File: src/rtl/spi_ctrl_pkg.sv
// spi_ctrl_pkg: shared state type and limits for the SPI frame arbiter
package spi_ctrl_pkg;
   localparam int MaxNumReq = 4;
   typedef enum logic [2:0] {ST_IDLE, ST_LOAD, ST_XFER, ST_DRAIN, ST_GAP} spi_arb_state_e;
endpackage

File: src/rtl/rr_arbiter.sv
// rr_arbiter: round-robin one-hot grant, search starts after the last winner
module rr_arbiter
   import spi_ctrl_pkg::*;
#(
   parameter int N = 2
) (
   input  logic         clk_i,
   input  logic         rst_i,
   input  logic [N-1:0] req_i,
   input  logic         adv_i,
   output logic [N-1:0] grant_o
);
   localparam int PW = $clog2(MaxNumReq);
   logic [PW-1:0] r_ptr, w_nxt_ptr;
   logic [N-1:0]  w_rot, w_oh;
   // rotate so the pointer sits at bit 0, take lowest set bit, rotate back
   assign w_rot   = N'({req_i, req_i} >> r_ptr);
   assign w_oh    = w_rot & (~w_rot + N'(1));
   assign grant_o = N'(({w_oh, w_oh} << r_ptr) >> N);
   always_comb begin
      w_nxt_ptr = r_ptr;
      for (int i = 0; i < N; i++)
         if (grant_o[i]) w_nxt_ptr = (i == N - 1) ? '0 : PW'(i + 1);
   end
   always_ff @(posedge clk_i) begin
      if (rst_i) r_ptr <= '0;
      else if (adv_i && |req_i) r_ptr <= w_nxt_ptr;
   end
endmodule

File: src/rtl/spi_frame_arbiter.sv
// spi_frame_arbiter: multiplexes byte-stream frames from several requesters onto one SPI master
module spi_frame_arbiter
   import spi_ctrl_pkg::*;
#(
   parameter int NumReq      = 2,
   parameter int CsGapCycles = 4
) (
   input  logic                   clk_i,
   input  logic                   rst_i,
   input  logic [NumReq-1:0]      req_valid_i,
   input  logic [NumReq-1:0][7:0] req_data_i,
   input  logic [NumReq-1:0]      req_last_i,
   output logic [NumReq-1:0]      req_ready_o,
   output logic                   spi_start_o,
   output logic [7:0]             spi_data_o,
   input  logic                   spi_next_i,
   output logic [NumReq-1:0]      grant_o,
   output logic                   busy_o,
   output logic                   underrun_o
);
   spi_arb_state_e    r_state;
   logic [NumReq-1:0] r_grant, w_arb_grant;
   logic [7:0]        r_cur, r_nxt, w_data;
   logic              r_start, r_cur_last, r_nxt_vld, r_nxt_last, r_last_acc, r_underrun;
   logic [3:0]        r_gap_cnt;
   logic              w_ready, w_vld, w_last, w_acc;

   rr_arbiter #(.N(NumReq)) u_rr (
      .clk_i   (clk_i),
      .rst_i   (rst_i),
      .req_i   (req_valid_i),
      .adv_i   (r_state == ST_IDLE),
      .grant_o (w_arb_grant)
   );

   always_comb begin
      w_data = '0;
      for (int i = 0; i < NumReq; i++) w_data = w_data | (r_grant[i] ? req_data_i[i] : 8'h00);
   end
   assign w_vld   = |(req_valid_i & r_grant);
   assign w_last  = |(req_last_i & r_grant);
   assign w_ready = (r_state == ST_LOAD) || (r_state == ST_DRAIN) ||
                    (r_state == ST_XFER && !r_nxt_vld && !r_last_acc);
   assign w_acc   = w_vld && w_ready;

   assign req_ready_o = w_ready ? r_grant : '0;
   assign spi_start_o = r_start;
   assign spi_data_o  = r_cur;
   assign grant_o     = r_grant;
   assign busy_o      = (r_state != ST_IDLE);
   assign underrun_o  = r_underrun;

   always_ff @(posedge clk_i) begin
      if (rst_i) begin
         r_state    <= ST_IDLE;
         r_start    <= 1'b0;
         r_cur      <= 8'h00;
         r_cur_last <= 1'b0;
         r_nxt      <= 8'h00;
         r_nxt_vld  <= 1'b0;
         r_nxt_last <= 1'b0;
         r_last_acc <= 1'b0;
         r_grant    <= '0;
         r_underrun <= 1'b0;
         r_gap_cnt  <= '0;
      end else begin
         r_underrun <= 1'b0;
         case (r_state)
            ST_IDLE:
               if (|req_valid_i) begin
                  r_grant <= w_arb_grant;
                  r_state <= ST_LOAD;
               end
            ST_LOAD:
               if (w_acc) begin
                  r_cur      <= w_data;
                  r_cur_last <= w_last;
                  r_last_acc <= w_last;
                  r_nxt_vld  <= 1'b0;
                  r_start    <= 1'b1;
                  r_state    <= ST_XFER;
               end
            ST_XFER:
               if (spi_next_i) begin
                  if (r_cur_last) begin
                     r_start   <= 1'b0;
                     r_gap_cnt <= 4'(CsGapCycles - 1);
                     r_state   <= ST_GAP;
                  end else if (r_nxt_vld) begin
                     r_cur      <= r_nxt;
                     r_cur_last <= r_nxt_last;
                     r_nxt_vld  <= 1'b0;
                  end else if (w_acc) begin
                     // byte arriving with the pulse goes straight to the shifter
                     r_cur      <= w_data;
                     r_cur_last <= w_last;
                     r_last_acc <= w_last;
                  end else begin
                     r_start    <= 1'b0;
                     r_underrun <= 1'b1;
                     r_state    <= ST_DRAIN;
                  end
               end else if (w_acc) begin
                  r_nxt      <= w_data;
                  r_nxt_last <= w_last;
                  r_nxt_vld  <= 1'b1;
                  r_last_acc <= w_last;
               end
            ST_DRAIN:
               if (w_acc && w_last) begin
                  r_gap_cnt <= 4'(CsGapCycles - 1);
                  r_state   <= ST_GAP;
               end
            ST_GAP:
               if (r_gap_cnt == 4'd0) begin
                  r_grant <= '0;
                  r_state <= ST_IDLE;
               end else r_gap_cnt <= r_gap_cnt - 4'd1;
            default: r_state <= ST_IDLE;
         endcase
      end
   end
endmodule

File: config.mk
export PLATFORM = sky130hd
export DESIGN_NAME = spi_frame_arbiter
export DESIGN_NICKNAME = d
export VERILOG_FILES = /design/src/rtl/spi_ctrl_pkg.sv /design/src/rtl/rr_arbiter.sv /design/src/rtl/spi_frame_arbiter.sv
export SDC_FILE = /design/constraint.sdc
export NUM_CORES = 1
export LEC_CHECK = 0
export ABC_CLOCK_PERIOD_IN_PS = 2360
export BUFFER_PORTS_ARGS = -buffer_cell sky130_fd_sc_hd__buf_2
export CORE_MARGIN = 5
export CORE_UTILIZATION = 40
export CTS_CLUSTER_SIZE = 24
export DETAILED_ROUTE_END_ITERATION = 10
export GPL_ROUTABILITY_DRIVEN = 0
export PLACE_DENSITY = 0.66
export SLEW_MARGIN = 5
export SYNTH_ARGS = -nofsm -noshare
export SYNTH_HDL_FRONTEND = slang
export SYNTH_SLANG_ARGS = --single-unit
File: constraint.sdc
create_clock -name clk_i -period 2.36 [get_ports clk_i]
set_clock_uncertainty 0.2 [all_clocks]
set_input_delay 0.354 -clock clk_i [delete_from_list [all_inputs] [get_ports clk_i]]
set_output_delay 0.354 -clock clk_i [all_outputs]
set_load 0.05 [all_outputs]
# Yosys cells after proc, flatten, opt, wreduce, memory -nomap -nowiden
# Index checks and enable logic that the tools add are counted.
# totals
reg_bits,33
input_bits,23
out_inout_bits,15
wordCells,119
# op_classes
add_sub_neg,2
n_bitwise,7
n_eq_ne,17
reduce_logical,30
n_mux,49
shifts,2
# ops
operator,n
$mux W8,6
$mux W3,8
$mux W1,18
$mux W4,4
$pmux W8 S2,1
$ne A3 B3 Y1 const B,5
$pmux W3 S5,1
$reduce_and A3 Y1,5
$ne A2 B2 Y1 const B,7
$pmux W4 S3,1
$mux W2,5
$reduce_and A5 Y1,2
$or A8 B8 Y8,1
$pmux W1 S2,4
$reduce_and A7 Y1,1
$and A2 B2 Y2,3
$eq A3 B2 Y1 const B,2
$reduce_bool A2 Y1,3
$reduce_bool A3 Y1,2
$reduce_or A2 Y1,3
$logic_and A1 B1 Y1,5
$reduce_or A5 Y1,1
$logic_not A4 Y1,1
$pmux W2 S2,1
14 further kinds,17

# Longest topological paths before layout
# Gate-level depths: netlist (run 1).
# depth
depth_word,10
mapped_depth,6
depth_no_buf,5

# Hierarchy
# A second synthesis (run 1) with hierarchy kept.
# unflattened
hier_cells,209
hier_area_um2,1740.4
# modules_own_cells
module,cells_per_inst,area_per_inst_um2,n_inst,seq_area_each_um2
spi_frame_arbiter,202,1675.4,1,620.6
rr_arbiter,7,65.1,1,20.0

# Worst setup path after synthesis (run 1)
# OpenSTA, ideal clock, no wires.
# synth_timing
path_kind,register to register
from,"register r_grant[0], in the netlist grant_o[0]"
to,register r_cur_last
n_path_buf,0
arrival_ns,2.053
setup_time_ns,0.100
period_less_slack_ns,2.352
path_stages_with_launch,5
setup_slack_ns,0.008
required_time_ns,2.060
path_cell_list,dfxtp_1 -> a22oi_1 -> a211o_4 -> o31a_2 -> a2111oi_4
# synth_between
elab_chain_len,8
word_cells_on_any_way,13
cone_classes,eq/ne: 1; mux: 6; bitwise: 2; reduce/logical: 4
# synth_rtl
element,line_no,text
"start, declared",spi_frame_arbiter.sv:22,"logic [NumReq-1:0] r_grant, w_arb_grant;"
"start signal, assigned",spi_frame_arbiter.sv:71,r_grant <= w_arb_grant;
$and A2 B2 Y2,spi_frame_arbiter.sv:40,assign w_vld = |(req_valid_i & r_grant);
$reduce_or A2 Y1,spi_frame_arbiter.sv:40,
$logic_and A1 B1 Y1,spi_frame_arbiter.sv:44,assign w_acc = w_vld && w_ready;
$mux W1,spi_frame_arbiter.sv:93,end else if (w_acc) begin
$mux W1,spi_frame_arbiter.sv:89,end else if (r_nxt_vld) begin
$mux W1,spi_frame_arbiter.sv:85,if (r_cur_last) begin
$mux W1,spi_frame_arbiter.sv:84,if (spi_next_i) begin
$pmux W1 S2,spi_frame_arbiter.sv:68,case (r_state)
"end signal, assigned",spi_frame_arbiter.sv:77,r_cur_last <= w_last;
"end signal, assigned",spi_frame_arbiter.sv:91,r_cur_last <= r_nxt_last;
"end signal, assigned",spi_frame_arbiter.sv:96,r_cur_last <= w_last;
"end, declared",spi_frame_arbiter.sv:24,"logic r_start, r_cur_last, r_nxt_vld, r_nxt_last, r_last_acc, r_underrun;"
# Parallel ways exist; a longest one is shown, timed or not. The select of a mux whose other input is x is not followed.
# A chain may end at the register's enable or synchronous reset.

# Worst setup path in the final report (run 1)
# layout_timing
from,register r_state[1]
to,output port req_ready_o[1]
# layout_between
elab_chain_len,5
word_cells_on_any_way,8
cone_classes,eq/ne: 3; mux: 1; reduce/logical: 4
# layout_rtl
element,line_no,text
"start, declared",spi_frame_arbiter.sv:21,spi_arb_state_e r_state;
"start signal, assigned",spi_frame_arbiter.sv:55,r_state <= ST_IDLE;
"start signal, assigned",spi_frame_arbiter.sv:72,r_state <= ST_LOAD;
"start signal, assigned",spi_frame_arbiter.sv:81,r_state <= ST_XFER;
$eq A3 B2 Y1,spi_frame_arbiter.sv:43,(r_state == ST_XFER && !r_nxt_vld && !r_last_acc);
$logic_and A1 B1 Y1 (2 in a row),spi_frame_arbiter.sv:43,
$logic_or A1 B1 Y1 (*),spi_frame_arbiter.sv:42,assign w_ready = (r_state == ST_LOAD) || (r_state == ST_DRAIN) ||
$mux W2 (*),spi_frame_arbiter.sv:46,assign req_ready_o = w_ready ? r_grant : '0;
"end, declared",spi_frame_arbiter.sv:13,"output logic [NumReq-1:0] req_ready_o,"
# Every way passes the cells marked *; elsewhere a longest branch is shown, timed or not.

==> flow_summary_export.csv, run 1 <==
group,metric,value,unit
grt,antenna_found_initial,0,
power_and_ir_drop,p_sw_share,39.4,%
sta,hold_ws,0.149,ns
clock_network,clkTransAtPathRegs,0.07,ns
logic_synthesis,yosysSeqAreaShare,34.8,%
grt,grt_usage,14.9,%
sta,hold_violations,0,
clock_network,tritoncts,"built",
routing,drc,0,
routing,wire_per_inst,14.8,um
cells_and_area,synthToLayoutAreaGrowth,21.6,%
worst_hold_path,min_to,"spi_start_o",
setup_path,max_stage_delay,0.44,ns
setup_path,path_buf_inv,1,
sta,maxSlewViolCount,0,
setup_path,crit_path_start_kind,"flip-flop",
setup_path,r2r_slack,0.20,ns
place,dpl.hpwl,3320,um
floorplanning,dieWidth,77.8,um
status,outcome,"complete, no violations",
clock_network,insertion_delay,0.29,ns
grt,grt_pass1_vias,1574,
clock_network,clock_sinks,32,
setup_path,crit_fanout,6,
cells_and_area,final_layout_size_suffix_gt1_share,30.8,%
routing,antenna_left,0,
clock_network,clock_path_buffers,2,
floorplanning,dieArea,6060,sq um
power_and_ir_drop,ir_drop,623,uV
power_and_ir_drop,clockPowerShare,25.2,%
setup_path,worst_r2r_endpoint,"r_cur_last",
floorplanning,num_io_pins,38,
sta,slew_headroom,60.1,%
setup_path,cp.arrival,1.68,ns
logic_synthesis,yosysTopAreaCell,"dfxtp_1",
sta,rsz0062_at_grt,"false",
logic_synthesis,syn-cell-area,1840,sq um
setup_path,cp_slowest_cell,"or3b_4",
worst_hold_path,hp-start,"spi_next_i",
logic_synthesis,async_flop_share,0,%
setup_path,path_class,"flip-flop to output pin",
cells_and_area,diodes,0,
floorplanning,die_h,77.8,um
setup_path,crit_path_cell_trace,"or3b_4 -> a21oi_1 -> and2_1 -> buf_2",
logic_synthesis,synth_edf_count,0,
routing,drtIter0Drc,66,
setup_path,cp-end-kind,"output pin",
cells_and_area,final_nets,274,
grt,gr-total-overflow,0,
sta,period_needed,2.23,ns
logic_synthesis,synth.top_cell.area_share,34.8,%
logic_synthesis,synth_warnings,0,
logic_synthesis,synthTopCellsByArea,"dfxtp_1, mux2i_1, a211oi_1, a22oi_1, nor2_1",
clock_network,cts_buffers,5,
logic_synthesis,synth-seq-cells,32,
floorplanning,start_util,41.7,%
place,dp_cells,294,
sta,setup_violations,0,
floorplanning,num_rows,24,
place,io_buffers,37,
sta,worst_slew_pin_slew,0.599,ns
clock_network,cts_root_buf,"clkbuf_8",
setup_path,crit_family,"simple AND/OR/NAND/NOR gates",
routing,routed_wl,4460,um
logic_synthesis,ys.flop_type,"dfxtp_1",
cells_and_area,stdcell_count,302,
setup_path,required,1.81,ns
floorplanning,core_area,4410,sq um
grt,grt_max_degree,19,
logic_synthesis,synth_common_cells,"dfxtp_1, nor2_1, nand2_1, clkbuf_1, a21oi_1",
power_and_ir_drop,p_sw,0.820,mW
logic_synthesis,syn_inst,205,
worst_hold_path,hold_class,"input port to flip-flop",
logic_synthesis,syn_area_per_cell,8.98,sq um
worst_hold_path,holdPathStages,2,
power_and_ir_drop,p_int,1.26,mW
logic_synthesis,ys_types,52,
setup_path,r2r_start,"r_state[1]",
run,maxCapViolations,0,
power_and_ir_drop,pwr-share-comb,43.7,%
routing,vias,1687,
setup_path,reg2reg_depth,4,
logic_synthesis,yosysMostFrequentCell,"dfxtp_1",
grt,grt_pass1_wl,7290,um
routing,vias_per_cell,5.59,
clock_network,cts-htree-levels,2,
power_and_ir_drop,cellPowerDensity,931,nW/um^2
sta,fmax,0.447,GHz
routing,drtPass1Iterations,4,
logic_synthesis,synth_fp_nets,230,
sta,setup_tns,0,ns
power_and_ir_drop,pwr-share-seq,31.2,%
sta,final.period_utilization,94.7,%
power_and_ir_drop,p_leak,0.883,nW
-- stage by stage --
step                      utilization (%)  total power [mW]  setup WS, ns  cell area (sq um)
after CTS                            50.5              2.08        0.0532               2230
after detailed placement             48.1              1.55         0.153               2120
after global placement               48.1              1.54         0.182               2120
after floorplan                         -              1.32       0.00769               1840
final                                50.7              2.08         0.125               2240
after global routing                 50.7              2.21       0.00541               2240
-- worst max path at each step --
| stage | from | depth (start not counted) | slack (ns) | end |
|---|---|---|---|---|
| global placement | req_valid_i[0] | 6 | 0.18 | r_last_acc |
| floorplan | grant_o[0] | 4 | 0.008 | r_cur_last |
| global route | r_state[1] | 4 | 0.005 | req_ready_o[1] |
| CTS | r_state[1] | 4 | 0.05 | req_ready_o[1] |
| finish | r_state[1] | 4 | 0.13 | req_ready_o[1] |
| detailed placement | r_state[1] | 4 | 0.15 | r_cur_last |
-- flip-flops by register name, indices dropped and copies added (netlist names) --
signal       cells
r_nxt            8
spi_start_o      1
r_nxt_last       1
underrun_o       1
r_nxt_vld        1
r_state          3
r_cur_last       1
r_last_acc       1
spi_data_o       8
r_gap_cnt        4
grant_o          2
u_rr.r_ptr       1
-- worst register-to-register path, cell delays in order (launching register included) --
cell	delay [ns]
dfxtp_1	0.39
or3b_4	0.44
a211o_4	0.38
o31a_2	0.35
a2111oi_4	0.30
-- power by group through the flow --
stage	Sequential, mW	Clock, mW	Combinational (mW)
6_report	0.649	0.524	0.909
5_1_grt	0.657	0.559	0.990
4_1_cts	0.648	0.534	0.896
3_5_place_dp	0.661	0	0.892
3_3_place_gp	0.660	0	0.885
2_1_floorplan	0.712	0	0.611
-- area by class of cell --
cell class	instances	area [sq um]
fillers	414	2180
flip-flops and latches	32	641
multi-input cells	147	1080
clock buffers	6	72.6
well taps	52	65.1
clock inverters	2	35.0
inverters	9	33.8
repair buffers	54	313
-- cell usage in the layout (no fill, tap or decap), types with 5 or more instances in the layout --
master and instances:
dfxtp_1 32, a22oi_1 8, nor2_1 16, a21oi_1 9, o211ai_1 6, nor3_1 8, a211oi_1 9, buf_2 37
mux2i_1 7, buf_4 17, nand2b_1 6, clkbuf_8 5, nand2_1 12, inv_1 9
-- logic make-up after synthesis --
family | after synthesis | synth area share, %
muxes | 8 | 4.42
buffers and inverters | 26 | 7.07
AOI/OAI and AO/OA | 71 | 32.5
DFF | 32 | 34.8
adders and majority gates | 2 | 1.36
and+or+nand+nor | 66 | 19.9
-- layer usage --
metal | up-vias | routed length [um] | track usage [%]
met5 | - | 0 | 0
met4 | 0 | 63 | 5.33
met3 | 8 | 227 | 4.75
met2 | 40 | 2000 | 22.5
met1 | 780 | 2170 | 19.8
li1 | 859 | - | -
-- timing repair --
action	4_1_cts	5_1_grt
hold buffers	0	0
endpoints found under the setup margin	0	3
buffers inserted	0	0
gates resized for setup	0	3
Power figures use the tool's default switching activity.
==> run 2, diff against run 1 <==
--- a/config.mk
+++ b/config.mk
@@ -12,7 +12,8 @@
 export CTS_CLUSTER_SIZE = 24
 export DETAILED_ROUTE_END_ITERATION = 10
 export GPL_ROUTABILITY_DRIVEN = 0
-export PLACE_DENSITY = 0.66
+export PLACE_DENSITY_LB_ADDON = 0.3
+export SETUP_SLACK_MARGIN = 0.2
 export SLEW_MARGIN = 5
 export SYNTH_ARGS = -nofsm -noshare
 export SYNTH_HDL_FRONTEND = slang
==> run 2 against run 1 <==
Effect of this change: cell area up 3.6%; utilization up 1.8 points; worst setup slack improved by 0.12 ns; via count grew 2.2%; first-iteration DRC count grew 39%; combinational power up 4.6%; largest cell class unchanged; largest power group unchanged.
==> flow_summary_export.csv, run 2 (synthesis gave the netlist of run 1 again) <==
group,metric,value,unit
status,outcome,"complete, no violations",
floorplanning,start_util,41.7,%
routing,vias,1724,
clock_network,insertion_delay,0.28,ns
power_and_ir_drop,clockPowerShare,24.2,%
setup_path,path_class,"flip-flop to flip-flop",
setup_path,cp.arrival,2.10,ns
cells_and_area,final_common_cell,"buf_2",
run,maxCapViolations,0,
grt,gr-total-overflow,0,
floorplanning,core_area,4410,sq um
setup_path,r2r_slack,0.25,ns
floorplanning,die_h,77.8,um
floorplanning,num_rows,24,
worst_hold_path,hold_class,"input port to flip-flop",
clock_network,clock_path_buffers,2,
sta,rsz0062_at_grt,"true",
power_and_ir_drop,cellPowerDensity,916,nW/um^2
grt,grt_pass1_vias,1651,
power_and_ir_drop,pwr-share-seq,31.0,%
setup_path,r2r_start,"r_nxt_vld",
setup_path,cp_slowest_cell,"or3b_4",
place,dpl.hpwl,3330,um
sta,slew_headroom,53.1,%
routing,drtPass1Iterations,4,
routing,wire_per_inst,15.4,um
setup_path,reg2reg_depth,4,
routing,vias_per_cell,5.65,
sta,maxSlewViolCount,0,
clock_network,cts_buffers,5,
grt,grt_pass1_wl,7980,um
power_and_ir_drop,pwr-share-comb,44.8,%
setup_path,crit_path_start_kind,"flip-flop",
sta,setup_violations,0,
routing,antenna_left,0,
setup_path,required,2.34,ns
clock_network,cts-htree-levels,2,
routing,drc,0,
sta,hold_violations,0,
setup_path,worst_r2r_endpoint,"r_cur_last",
cells_and_area,final_layout_size_suffix_gt1_share,35.2,%
grt,grt_max_degree,21,
power_and_ir_drop,p_leak,0.911,nW
grt,antenna_found_initial,0,
power_and_ir_drop,p_sw,0.821,mW
cells_and_area,final_nets,277,
floorplanning,dieWidth,77.8,um
sta,fmax,0.473,GHz
cells_and_area,synthToLayoutAreaGrowth,25.9,%
sta,setup_tns,0,ns
power_and_ir_drop,p_int,1.30,mW
worst_hold_path,min_to,"spi_start_o",
grt,grt_usage,16.2,%
clock_network,clock_sinks,32,
cells_and_area,final_cell_mix,"buf_2, dfxtp_1, buf_4, nor2_1, nand2_1",
cells_and_area,diodes,0,
power_and_ir_drop,power,2.12,mW
clock_network,clkTransAtPathRegs,0.07,ns
routing,drtIter0Drc,92,
setup_path,crit_path_cell_trace,"or3b_4 -> a211o_4 -> o31a_2 -> a2111oi_4",
power_and_ir_drop,ir_drop,686,uV
worst_hold_path,holdPathStages,2,
place,io_buffers,37,
setup_path,max_stage_delay,0.43,ns
setup_path,crit_fanout,7,
clock_network,tritoncts,"built",
cells_and_area,seq_area,647,sq um
setup_path,cp-end-kind,"flip-flop",
sta,final.period_utilization,89.6,%
sta,period_needed,2.11,ns
cells_and_area,multi_input_area,1110,sq um
floorplanning,dieArea,6060,sq um
routing,routed_wl,4690,um
power_and_ir_drop,p_sw_share,38.7,%
clock_network,cts_root_buf,"clkbuf_8",
sta,worst_slew_pin_slew,0.704,ns
worst_hold_path,hp-start,"spi_next_i",
floorplanning,num_io_pins,38,
cells_and_area,n_fill_cell,415,
[run 2: power by group through the flow]
| stage | clock [mW] | sequential (mW) | combinational (mW) |
|---|---|---|---|
| 3_5_place_dp | 0 | 0.660 | 0.895 |
| 5_1_grt | 0.560 | 0.669 | 1.03 |
| 4_1_cts | 0.529 | 0.649 | 0.921 |
| 6_report | 0.513 | 0.659 | 0.951 |
| 2_1_floorplan | 0 | 0.714 | 0.611 |
| 3_3_place_gp | 0 | 0.660 | 0.888 |
[run 2: how the worst max path moves through the flow]
stage              startpoint            end  slack (ns)
4_1_cts             r_nxt_vld     r_cur_last        0.20
2_1_floorplan  req_valid_i[0]     r_cur_last        0.23
3_3_place_gp        r_nxt_vld     r_cur_last        0.18
5_1_grt            r_state[0]  spi_data_o[0]        0.20
3_5_place_dp        r_nxt_vld     r_cur_last        0.13
6_report            r_nxt_vld     r_cur_last        0.25
[run 2: repair_timing]
| action | 4_1_cts | 5_1_grt |
|---|---|---|
| cloned | 0 | 1 |
| gates resized for setup | 7 | 12 |
| hold buffers | 0 | 0 |
| pin swaps | 0 | 2 |
| setup buffers | 0 | 2 |
| setup endpoints to repair | 6 | 25 |
[run 2: final cells by class]
type	count	area share, %
Timing Repair Buffer	57	15.3
Tap cell	52	2.81
Clock buffer	6	3.13
Sequential cell	32	27.9
Multi-Input combinational cell	147	47.8
Clock inverter	2	1.51
Inverter	9	1.46
[run 2: stage by stage]
stage                     utilization [%]  hold WS [ns]  cells  worst slack (ns)  area (sq um)
final                                52.5         0.165    305             0.246          2320
after global routing                 52.5         0.189    305             0.204          2320
after CTS                            51.1         0.153    302             0.205          2250
after detailed placement             48.1         0.251    294             0.132          2120
after global placement               48.1         0.245    294             0.183          2120
after floorplan                         -         0.244    205             0.230          1840
[run 2: layer usage]
layer | wire length [um] | global-route usage (%) | part of all wire (%) | up-vias
li1 | - | - | - | 864
met5 | 0 | 0 | 0 | -
met1 | 2150 | 21.7 | 46 | 815
met3 | 244 | 3.59 | 5.2 | 4
met2 | 2240 | 25.2 | 48 | 41
met4 | 59 | 6.19 | 1.3 | 0
[run 2: critical path, delay by kind of cell, from the launching register on]
family | cells | cell delay [ns]
flip-flops | 1 | 0.35
AND/OR/NAND/NOR | 1 | 0.43
AO/OA/AOI/OAI | 3 | 1.04
